===== src/rtl/uart_receiver_if.sv =====
// Serial-line and byte-handshake signals of the 8N1 UART receiver.
// master is the receiver side, slave the line driver / byte consumer side.
`timescale 1ns/1ps
interface uart_receiver_if;
    logic       uart_rx;
    logic [7:0] rx_data;
    logic       rx_valid;
    logic       rx_ready;
    logic       frame_err;
    logic       overrun;
    logic       busy;

    modport master (
        input  uart_rx,
        input  rx_ready,
        output rx_data,
        output rx_valid,
        output frame_err,
        output overrun,
        output busy
    );

    modport slave (
        output uart_rx,
        output rx_ready,
        input  rx_data,
        input  rx_valid,
        input  frame_err,
        input  overrun,
        input  busy
    );
endinterface


===== src/rtl/uart_receiver.sv =====
// 8N1 UART receiver: 2-flop synchronizer, mid-bit sampling FSM, valid/ready holding register.
// With edge 0 = first clock edge sampling uart_rx=0, rx_valid is registered on edge 2+HALF_BIT+9*CLKS_PER_BIT (2472) and is first seen high by edge 2473.
`timescale 1ns/1ps
module uart_receiver #(
    parameter int CLKS_PER_BIT = 260,
    parameter int HALF_BIT     = CLKS_PER_BIT / 2
) (
    input  logic            clk_30mhz,
    input  logic            reset,
    uart_receiver_if.master rx_if
);

    localparam int CNT_W = $clog2(CLKS_PER_BIT);

    typedef enum logic [2:0] {
        S_IDLE,
        S_START,
        S_DATA,
        S_STOP,
        S_BREAK
    } state_t;

    state_t             state_q;
    logic [CNT_W-1:0]   cnt_q;
    logic [2:0]         idx_q;
    logic [7:0]         shift_q;
    logic [7:0]         data_q;
    logic               valid_q;
    logic               ferr_q;
    logic               ovr_q;
    logic               busy_q;
    logic               sync1_q;
    logic               sync2_q;
    logic               rx_s;

    // Idle-high reset values keep a reset from looking like a start bit.
    always_ff @(posedge clk_30mhz) begin
        if (reset) begin
            sync1_q <= 1'b1;
            sync2_q <= 1'b1;
        end else begin
            sync1_q <= rx_if.uart_rx;
            sync2_q <= sync1_q;
        end
    end

    assign rx_s = sync2_q;

    always_ff @(posedge clk_30mhz) begin
        if (reset) begin
            state_q <= S_IDLE;
            cnt_q   <= '0;
            idx_q   <= 3'd0;
            data_q  <= 8'h00;
            valid_q <= 1'b0;
            ferr_q  <= 1'b0;
            ovr_q   <= 1'b0;
            busy_q  <= 1'b0;
        end else begin
            ferr_q <= 1'b0;
            ovr_q  <= 1'b0;
            if (valid_q && rx_if.rx_ready) begin
                valid_q <= 1'b0;
            end
            case (state_q)
                S_IDLE: begin
                    if (!rx_s) begin
                        state_q <= S_START;
                        cnt_q   <= '0;
                        busy_q  <= 1'b1;
                    end
                end
                S_START: begin
                    if (cnt_q == CNT_W'(HALF_BIT - 1)) begin
                        cnt_q <= '0;
                        idx_q <= 3'd0;
                        if (!rx_s) begin
                            state_q <= S_DATA;
                        end else begin
                            state_q <= S_IDLE;
                            busy_q  <= 1'b0;
                        end
                    end else begin
                        cnt_q <= cnt_q + 1'b1;
                    end
                end
                S_DATA: begin
                    if (cnt_q == CNT_W'(CLKS_PER_BIT - 1)) begin
                        cnt_q   <= '0;
                        shift_q <= {rx_s, shift_q[7:1]};
                        if (idx_q == 3'd7) begin
                            state_q <= S_STOP;
                        end else begin
                            idx_q <= idx_q + 3'd1;
                        end
                    end else begin
                        cnt_q <= cnt_q + 1'b1;
                    end
                end
                S_STOP: begin
                    if (cnt_q == CNT_W'(CLKS_PER_BIT - 1)) begin
                        cnt_q <= '0;
                        if (rx_s) begin
                            // A load in the same cycle as an accept replaces the byte without a gap.
                            if (!valid_q || rx_if.rx_ready) begin
                                data_q  <= shift_q;
                                valid_q <= 1'b1;
                            end else begin
                                ovr_q <= 1'b1;
                            end
                            state_q <= S_IDLE;
                            busy_q  <= 1'b0;
                        end else begin
                            ferr_q  <= 1'b1;
                            state_q <= S_BREAK;
                        end
                    end else begin
                        cnt_q <= cnt_q + 1'b1;
                    end
                end
                S_BREAK: begin
                    if (rx_s) begin
                        state_q <= S_IDLE;
                        busy_q  <= 1'b0;
                    end
                end
                default: begin
                    state_q <= S_IDLE;
                    busy_q  <= 1'b0;
                end
            endcase
        end
    end

    assign rx_if.rx_data   = data_q;
    assign rx_if.rx_valid  = valid_q;
    assign rx_if.frame_err = ferr_q;
    assign rx_if.overrun   = ovr_q;
    assign rx_if.busy      = busy_q;

endmodule

===== src/flat_wrapper.sv =====
// flat-port wrapper written by rule: the top's interface ports become plain ports
module uart_receiver_flat 
#(
    parameter int CLKS_PER_BIT = 260,
    parameter int HALF_BIT     = CLKS_PER_BIT / 2
)
  (clk_30mhz, reset, rx_if_uart_rx, rx_if_rx_ready, rx_if_rx_data, rx_if_rx_valid, rx_if_frame_err, rx_if_overrun, rx_if_busy);
  uart_receiver_if rx_if_i ();
  input  logic clk_30mhz;
  input  logic reset;
  input wire logic [$bits(rx_if_i.uart_rx)-1:0] rx_if_uart_rx;
  input wire logic [$bits(rx_if_i.rx_ready)-1:0] rx_if_rx_ready;
  output wire logic [$bits(rx_if_i.rx_data)-1:0] rx_if_rx_data;
  output wire logic [$bits(rx_if_i.rx_valid)-1:0] rx_if_rx_valid;
  output wire logic [$bits(rx_if_i.frame_err)-1:0] rx_if_frame_err;
  output wire logic [$bits(rx_if_i.overrun)-1:0] rx_if_overrun;
  output wire logic [$bits(rx_if_i.busy)-1:0] rx_if_busy;
  assign rx_if_i.uart_rx = rx_if_uart_rx;
  assign rx_if_i.rx_ready = rx_if_rx_ready;
  assign rx_if_rx_data = rx_if_i.rx_data;
  assign rx_if_rx_valid = rx_if_i.rx_valid;
  assign rx_if_frame_err = rx_if_i.frame_err;
  assign rx_if_overrun = rx_if_i.overrun;
  assign rx_if_busy = rx_if_i.busy;
  uart_receiver #(.CLKS_PER_BIT(CLKS_PER_BIT), .HALF_BIT(HALF_BIT)) u_core (.clk_30mhz(clk_30mhz), .reset(reset), .rx_if(rx_if_i));
endmodule

===== config.mk =====
export PLATFORM = sky130hd
export DESIGN_NAME = uart_receiver_flat
export DESIGN_NICKNAME = d
export VERILOG_FILES = /design/src/rtl/uart_receiver_if.sv /design/src/rtl/uart_receiver.sv /design/src/flat_wrapper.sv
export SDC_FILE = /design/constraint.sdc
export NUM_CORES = 1
export LEC_CHECK = 0
export ABC_AREA = 1
export CAP_MARGIN = 30
export CORE_UTILIZATION = 50
export DETAILED_ROUTE_END_ITERATION = 8
export GPL_TIMING_DRIVEN = 0
export PLACE_DENSITY_LB_ADDON = 0.3
export SLEW_MARGIN = 40
export SYNTH_ARGS = -nofsm -noshare
export SYNTH_HDL_FRONTEND = slang
export SYNTH_SLANG_ARGS = --single-unit

===== constraint.sdc =====
create_clock -name clk_30mhz -period 1.99 [get_ports clk_30mhz]
set_clock_uncertainty 0.2 [all_clocks]
set_input_delay 0.398 -clock clk_30mhz [delete_from_list [all_inputs] [get_ports clk_30mhz]]
set_output_delay 0.398 -clock clk_30mhz [all_outputs]
set_load 0.02 [all_outputs]

After elaboration in Yosys (flattened, before gate mapping)
Cells that the tools add are included.
{ "op_classes": {"n_mux": 29, "bitwise": 5, "n_reduce_logical": 15, "eq_ne": 14, "addsub": 2} }
{ "ops": {"columns": ["op", "count"], "rows": [
  ["$mux 3", 10],
  ["$mux 9", 3],
  ["$pmux 9 s3", 1],
  ["$pmux 3 s5", 1],
  ["$reduce_and 4->1", 3],
  ["$mux 1", 11],
  ["$ne 2x1->1 const B", 5],
  ["$add 9x1->9 const B", 1],
  ["$eq 9x8->1 const B", 1],
  ["$eq 9x9->1 const B", 1],
  ["$eq 3x2->1 const B", 2],
  ["$eq 3x3->1 const B", 2],
  ["$pmux 3 s2", 1],
  ["$reduce_and 6->1", 1],
  ["$not 1->1", 5],
  ["$pmux 1 s5", 1],
  ["$ne 2x2->1 const B", 2],
  ["$reduce_or 4->1", 1],
  ["$add 3x1->3 const B", 1],
  ["$eq 3x1->1 const B", 1],
  ["$logic_not 3->1", 1],
  ["$reduce_and 3->1", 1],
  ["$reduce_bool 3->1", 1],
  ["$reduce_or 3->1", 1],
  ["other kinds (7)", 7]
]} }
{ "totals": {"register_bits": 37} }

Longest topological paths before layout
Gate-level depths: netlist (run 1).
{ "depth": {"depth_word": 6, "ltp_mapped": 11} }

Worst setup path before layout (run 1)
No wires, ideal clock.
{ "synth_path": {"path_type": "register to register", "startpoint": "register u_core.cnt_q[0]", "endpoint": "register u_core.shift_q[0], enable pin", "n_path_buf": 0, "setup_ns": 0.370, "required_time_ns": 1.420, "path_stages_with_launch": 8, "path_slack_ns": 0.055, "period_less_slack_ns": 1.935, "arrival_time_ns": 1.365, "cell_sequence": "dfxtp_1 -> ha_1 -> nand2_1 -> nor2_1 -> nand2_1 -> inv_2 -> nand2_1 -> nor2_1"} }
{ "synth_via": {"elab_chain_cells": 2} }
{ "synth_lines": {"columns": ["element", "line", "source"], "rows": [
  ["start: declaration", "uart_receiver.sv:24", "logic [CNT_W-1:0] cnt_q;"],
  ["start signal: assignment", "uart_receiver.sv:84", "cnt_q <= cnt_q + 1'b1;"],
  ["start signal: assignment", "uart_receiver.sv:97", "cnt_q <= cnt_q + 1'b1;"],
  ["start signal: assignment", "uart_receiver.sv:118", "cnt_q <= cnt_q + 1'b1;"],
  ["$eq 9x9->1", "uart_receiver.sv:88", "if (cnt_q == CNT_W'(CLKS_PER_BIT - 1)) begin"],
  ["$reduce_and 3->1 (no source line)", null, null],
  ["end signal: assignment", "uart_receiver.sv:90", "shift_q <= {rx_s, shift_q[7:1]};"],
  ["end: declaration", "uart_receiver.sv:26", "logic [7:0] shift_q;"]
]} }
No other way between the ends.
A chain may end at the register's enable or synchronous reset.

Worst setup path after layout (run 1)
{ "layout_path": {"startpoint": "register u_core.data_q[3], in the netlist u_core.rx_if.rx_data[3]", "endpoint": "output port rx_if_rx_data[3]"} }
{ "layout_rtl": {"columns": ["element", "line", "source"], "rows": [
  ["start: declaration", "uart_receiver.sv:27", "logic [7:0] data_q;"],
  ["start signal: assignment", "uart_receiver.sv:106", "data_q <= shift_q;"],
  ["end: declaration", "flat_wrapper.sv:13", "output wire logic [$bits(rx_if_i.rx_data)-1:0] rx_if_rx_data;"]
]} }
No word-level cell between the ends.

==> flow_summary.yaml, run 1 <==
sta:
  timing_hold_violations_final: 0
  slew_headroom: 0.693
  setup_violations: 0
  fin_crit_ns: 1.91
  fmaxAchievable_ghz: 0.523
  setup_total_negative_slack_ns: 0
  drv_slew: 0
  tightest_slew_ns: 0.460
  rsz0062_at_grt: "no"
  finalHoldWorstSlack_ns: 0.192
  post-route-period-util: 0.961
yosys:
  synth.yosys.seq_area_share: 0.472
  post_synth_num_cell_types: 27
  proportion_of_register_bits_with_asynchronous_set_or_reset_after_synthesis: 0
  synthesis.yosys.warnings: 0
  postSynthRegisterBits: 37
  netlist_area_before_placement_um2: 1740
  synthCells: 232
  net_count_after_synthesis: 240
  synth_edf_count: 8
  avgSynthCellArea_um2: 7.50
  synth_flop_cell: "sky130_fd_sc_hd__dfxtp_1"
detailed_routing:
  iter_0_drt_violations: 39
  drt_pass1_iterations: 4
  routedWlPerCell_um: 10.6
  num_vias: 1438
  total_wire_length_after_detailed_routing_um: 3180
  remaining_drc_errors: 0
  via_per_inst: 4.79
  ant_nets: 0
cells_and_area:
  postLayoutCoreUtil: 0.611
  insertedDiodeCount: 0
  drive_gt1_frac: 0.146
  fin_nets: 261
  layout_common_cells: "57 x sky130_fd_sc_hd__nand2_1, 40 x sky130_fd_sc_hd__nor2_1, 29 x sky130_fd_sc_hd__inv_1, 27 x sky130_fd_sc_hd__dfxtp_1, 14 x sky130_fd_sc_hd__clkdlybuf4s50_1"
  nFillCells: 308
  layout_commonest_cell: "sky130_fd_sc_hd__nand2_1"
  final_design_area_no_fill_um2: 2040
  area_growth_syn_to_layout_pct: 17.2
setup_path:
  end_kind: "output port"
  path_delay_family: "buffers and inverters"
  cp.arrival_ns: 1.32
  worst-path-max-fanout: 2
  worst_path_largest_cell_delay_ns: 0.61
  timing.critical_path.from_type: "flop"
  criticalPathCategory: "flop to output port"
  timing.critical_path.cells: "clkdlybuf4s50_1"
  worst_path_required_time_ns: 1.39
  sum_of_buffers_and_inverters_on_the_critical_path: 1
  critical-path-slowest-cell: "sky130_fd_sc_hd__clkdlybuf4s50_1"
power:
  cellLeakagePower_nw: 0.889
  power_per_standard_cell_area_nw_per_um2: 1100
  power.ir.vdd_worst_uv: 989
global_route:
  total_gr_overflow: 0
  gr-usage-met1: 0.250
  global_routing_met3_resource_utilization: 0.0618
  global_route.usage.total: 0.204
  globalRoute.busiestLayer: "met2"
  global_route.usage.met2: 0.322
  wire_length_of_the_first_global_routing_pass_um: 5460
  grt_pass1_vias: 1291
  antenna_found_initial: 0
  pin_count_of_the_biggest_net_entering_global_routing: 13
die:
  die_x_um: 61
  coreArea_um2: 3340
  die_height_um: 61
  die_outline_area_um2: 3720
  ioPinCount: 16
  initial_utilization: 0.522
  std_cell_rows: 21
clock_network:
  latest_clock_arrival_within_the_worst_skew_pair_ns: 0.35
  ctsLongestPathBuffers: 2
  tritoncts_buffer_count: 5
  clock_tree_from_tritoncts: "done"
  cts_sinks: 37
  clock_tree.htree_level_count: 2
  clk_root_buffer_cell: "sky130_fd_sc_hd__clkbuf_4"
  clk_pin_slew_ns: 0.12
  cts_post_setup_buffers_inserted: 0
placement:
  count_of_buffers_inserted_at_the_top_level_ports: 14
  gp_congestion: 0.853
  dpl_cell_area_um2: 1940
  post-dp-hpwl_um: 2290
job:
  drv.max_cap_violation_count: 0
worst_hold_path:
  timing.hold.worst.class: "input pin to flop"
run_status:
  status: "complete, no violations"
==> path summary, 6_finish.rpt <==
path	start	end	slack, ns	cells past startpoint
min	reset	u_core.idx_q[2]	0.19	2
min reg2reg	u_core.sync1_q	u_core.rx_s	0.22	1
max	u_core.rx_if.rx_data[3]	rx_if_rx_data[3]	0.08	1
max reg2reg	u_core.cnt_q[0]	u_core.shift_q[0]	0.14	7
==> cells by family (layout without fill, tap and decap cells) <==
logic type | after synthesis | in the layout | synth area share
AO/OA/AOI/OAI | 17 | 17 | 0.0597
adder cells (fa/ha/maj) | 4 | 4 | 0.0288
buffers and inverters | 38 | 60 | 0.0834
flip-flops | 37 | 37 | 0.472
AND/OR/NAND/NOR | 136 | 136 | 0.357
==> cell usage after synthesis (4+ instances only) <==
cell                       number  share of area
sky130_fd_sc_hd__a21oi_1        9          0.026
sky130_fd_sc_hd__nand4_1        6          0.022
sky130_fd_sc_hd__dfxtp_1       29           0.33
sky130_fd_sc_hd__inv_2          5          0.011
sky130_fd_sc_hd__nand2_1       59           0.13
sky130_fd_sc_hd__o21ai_0        4          0.012
sky130_fd_sc_hd__nand3_1       11          0.032
sky130_fd_sc_hd__inv_1         29          0.063
sky130_fd_sc_hd__ha_1           4          0.029
sky130_fd_sc_hd__nand2_2        6          0.022
sky130_fd_sc_hd__edfxtp_1       8           0.14
sky130_fd_sc_hd__nor2_1        42          0.091
==> through the flow <==
step | power, mW | instances | setup slack [ns]
after detailed placement | 1.73 | 292 | -0.281
after floorplan | 1.56 | 232 | 0.0547
after global placement | 1.72 | 292 | -0.242
after CTS | 2.25 | 300 | 0.00930
final | 2.25 | 300 | 0.0769
after global routing | 2.42 | 300 | 0.0126
==> sequential cells by signal, summed over array words and instances, names as in the netlist <==
signal                  count
u_core.sync1_q              1
u_core.rx_s                 1
u_core.rx_if.overrun        1
u_core.rx_if.rx_data        8
u_core.shift_q              8
u_core.idx_q                3
u_core.rx_if.busy           1
u_core.state_q              3
u_core.cnt_q                9
u_core.rx_if.rx_valid       1
u_core.rx_if.frame_err      1
==> final cells by class <==
| cell class | instances | area, µm² | share of cell area |
|---|---|---|---|
| plain buffers | 3 | 13.8 | 0.00675 |
| clock buffers | 5 | 37.5 | 0.0184 |
| clock inverters | 3 | 41.3 | 0.0202 |
| inverters | 35 | 131 | 0.0644 |
| multi-input cells | 157 | 792 | 0.388 |
| flip-flops and latches | 37 | 826 | 0.405 |
| well taps | 46 | 57.6 | 0.0282 |
| repair buffers | 14 | 140 | 0.0687 |
==> where the power goes <==
group | internal [mW] | switching [mW]
sequential | 0.828 | 0.0784
clock | 0.260 | 0.257
combinational | 0.267 | 0.562
total | 1.35 | 0.897
==> layer usage <==
layer | wire [µm] | share of wire
met5 | 0 | 0
met3 | 135 | 0.043
met1 | 1520 | 0.48
met2 | 1430 | 0.45
met4 | 87 | 0.027
==> timing repair <==
item                                    in CTS  in global routing
hold buffers                                 0                  0
resized for setup                            2                  7
endpoints found under the setup margin       8                 29
pin swaps                                    0                  1
Power figures use the tool's default switching activity.
==> inputs of run 2 (changes only) <==
--- a/config.mk
+++ b/config.mk
@@ -7,7 +7,10 @@
 export LEC_CHECK = 0
 export ABC_AREA = 1
 export CAP_MARGIN = 30
-export CORE_UTILIZATION = 50
+export CELL_PAD_IN_SITES_DETAIL_PLACEMENT = 0
+export CELL_PAD_IN_SITES_GLOBAL_PLACEMENT = 1
+export CORE_UTILIZATION = 37
+export CTS_CLUSTER_DIAMETER = 60
 export DETAILED_ROUTE_END_ITERATION = 8
 export GPL_TIMING_DRIVEN = 0
 export PLACE_DENSITY_LB_ADDON = 0.3
==> run 2 against run 1 <==
The run now ends with design-rule violations left; first-iteration DRC count is 41% higher; register-to-register slack hardly changed; count of clock-buffer cells in the layout stayed put; die area is 34% higher; critical path depth is 6 higher; worst setup slack better by 0.054 ns; cell count is 2.0% higher; core utilization is 14 points lower; flip-flop and latch count stayed put; highest routed layer unchanged.
==> flow_summary.yaml, run 2 (same netlist as run 1, synthesis figures left out) <==
run_status:
  status: "complete, but fails checks"
  violations: "design-rule violations"
clock_network:
  clk_root_buffer_cell: "sky130_fd_sc_hd__clkbuf_8"
  cts_hold_buf: 0
  clk_pin_slew_ns: 0.08
  clock_tree_from_tritoncts: "done"
  latest_clock_arrival_within_the_worst_skew_pair_ns: 0.30
  ctsLongestPathBuffers: 2
  tritoncts_buffer_count: 5
  cts_post_setup_buffers_inserted: 0
  clock_tree.htree_level_count: 2
  cts_sinks: 37
power:
  cellLeakagePower_nw: 0.908
  report.power.total_mw: 2.42
  power.ir.vdd_worst_uv: 863
  power_per_standard_cell_area_nw_per_um2: 1160
sta:
  fin_crit_ns: 1.86
  drv_slew: 0
  timing_hold_violations_final: 0
  slew_headroom: 0.700
  finalHoldWorstSlack_ns: 0.231
  rsz0062_at_grt: "no"
  tightest_slew_ns: 0.445
  post-route-period-util: 0.934
  setup_violations: 0
  setup_total_negative_slack_ns: 0
  fmaxAchievable_ghz: 0.538
global_route:
  pin_count_of_the_biggest_net_entering_global_routing: 14
  total_gr_overflow: 0
  global_route.usage.total: 0.158
  wire_length_of_the_first_global_routing_pass_um: 6000
  antenna_found_initial: 0
  grt_pass1_vias: 1299
setup_path:
  criticalPathCategory: "flop to flop"
  worst_path_required_time_ns: 1.78
  crit-reg2reg-launch: "u_core.cnt_q[0]"
  end_kind: "flop"
  reg2reg_to: "u_core.shift_q[1]"
  rr_worst_depth: 7
  worst-path-max-fanout: 8
  timing.reg2reg.setup_slack_ns: 0.13
  cp.arrival_ns: 1.65
  timing.critical_path.from_type: "flop"
die:
  die_height_um: 70.6
  die_x_um: 70.6
  initial_utilization: 0.392
  die_outline_area_um2: 4980
  std_cell_rows: 24
  ioPinCount: 16
  coreArea_um2: 4440
cells_and_area:
  insertedDiodeCount: 0
  nFillCells: 460
  final_design_area_no_fill_um2: 2090
  area_growth_syn_to_layout_pct: 20.3
  number_of_flip_flops_under_the_largest_register_name: 9
  drive_gt1_frac: 0.146
  postLayoutCoreUtil: 0.471
  layout_common_cells: "57 x sky130_fd_sc_hd__nand2_1, 41 x sky130_fd_sc_hd__nor2_1, 29 x sky130_fd_sc_hd__inv_1, 27 x sky130_fd_sc_hd__dfxtp_1, 14 x sky130_fd_sc_hd__clkdlybuf4s50_1"
  fin_nets: 261
  largest-register: "u_core.cnt_q"
  layout_commonest_cell: "sky130_fd_sc_hd__nand2_1"
detailed_routing:
  ant_nets: 0
  drt_pass1_iterations: 6
  total_wire_length_after_detailed_routing_um: 3500
  routedWlPerCell_um: 11.4
  via_per_inst: 4.57
  remaining_drc_errors: 2
  iter_0_drt_violations: 55
  num_vias: 1397
worst_hold_path:
  hold-path-endpoint: "u_core.rx_s"
  holdPathStages: 1
  hold_path_startpoint: "u_core.sync1_q"
  timing.hold.worst.class: "flop to flop"
placement:
  gp_congestion: 0.784
  dpl_cell_area_um2: 1950
  count_of_buffers_inserted_at_the_top_level_ports: 14
  post-dp-hpwl_um: 2440
job:
  drv.max_cap_violation_count: 0
-- run 2: timing repair --
action	CTS	global route
hold endpoints to repair	0	0
endpoints found under the setup margin	8	28
gates resized for setup	2	9
pin swaps	0	1
-- run 2: cell type report --
class | instances | area, µm² | area share
sequential | 37 | 823 | 0.393
multi-input combinational | 157 | 800 | 0.382
tap | 52 | 65.1 | 0.0311
timing repair buffer | 14 | 140 | 0.0669
inverter | 35 | 131 | 0.0627
clock inverter | 3 | 46.3 | 0.0221
buffer | 3 | 20.0 | 0.00956
clock buffer | 5 | 68.8 | 0.0329
-- run 2: critical path, cell delays in order (launching register included) --
cell and delay [ns]:
sky130_fd_sc_hd__dfxtp_2 0.39, sky130_fd_sc_hd__ha_4 0.17, sky130_fd_sc_hd__nand2_1 0.05, sky130_fd_sc_hd__nor2_1 0.14, sky130_fd_sc_hd__nand2_2 0.11, sky130_fd_sc_hd__inv_2 0.10
sky130_fd_sc_hd__nand2_1 0.12, sky130_fd_sc_hd__nor2_4 0.27
-- run 2: power breakdown --
| part | internal [mW] | total [mW] | switching (mW) |
|---|---|---|---|
| combinational | 0.270 | 0.842 | 0.572 |
| sequential | 0.825 | 0.911 | 0.0860 |
| clock | 0.375 | 0.668 | 0.293 |
| total | 1.47 | 2.42 | 0.951 |
-- run 2: layer usage --
metal  wire length, µm  vias to the layer above  global-route usage  part of all wire
li1                  -                      764                   -                 -
met1              1750                      605               0.205              0.50
met2              1560                       20               0.248              0.45
met3               121                        8              0.0442             0.035
met4                65                        0              0.0733             0.019
met5                 0                        -                   0                 0
-- run 2: worst max-delay path by stage --
stage / to / startpoint / slack, ns / cells after the start
after detailed placement: u_core.shift_q[1] / u_core.cnt_q[0] / -0.26 / 7
after global routing: u_core.shift_q[1] / u_core.cnt_q[0] / 0.03 / 7
after CTS: u_core.shift_q[7] / u_core.cnt_q[0] / 0.02 / 7
after global placement: u_core.shift_q[0] / u_core.cnt_q[0] / -0.25 / 7
after floorplan: u_core.shift_q[0] / u_core.cnt_q[0] / 0.05 / 7
final: u_core.shift_q[1] / u_core.cnt_q[0] / 0.13 / 7
-- run 2: through the flow --
stage | setup WS (ns) | instances
after detailed placement | -0.260 | 298
final | 0.131 | 306
after floorplan | 0.0547 | 232
after global placement | -0.247 | 298
after CTS | 0.0243 | 306
after global routing | 0.0337 | 306
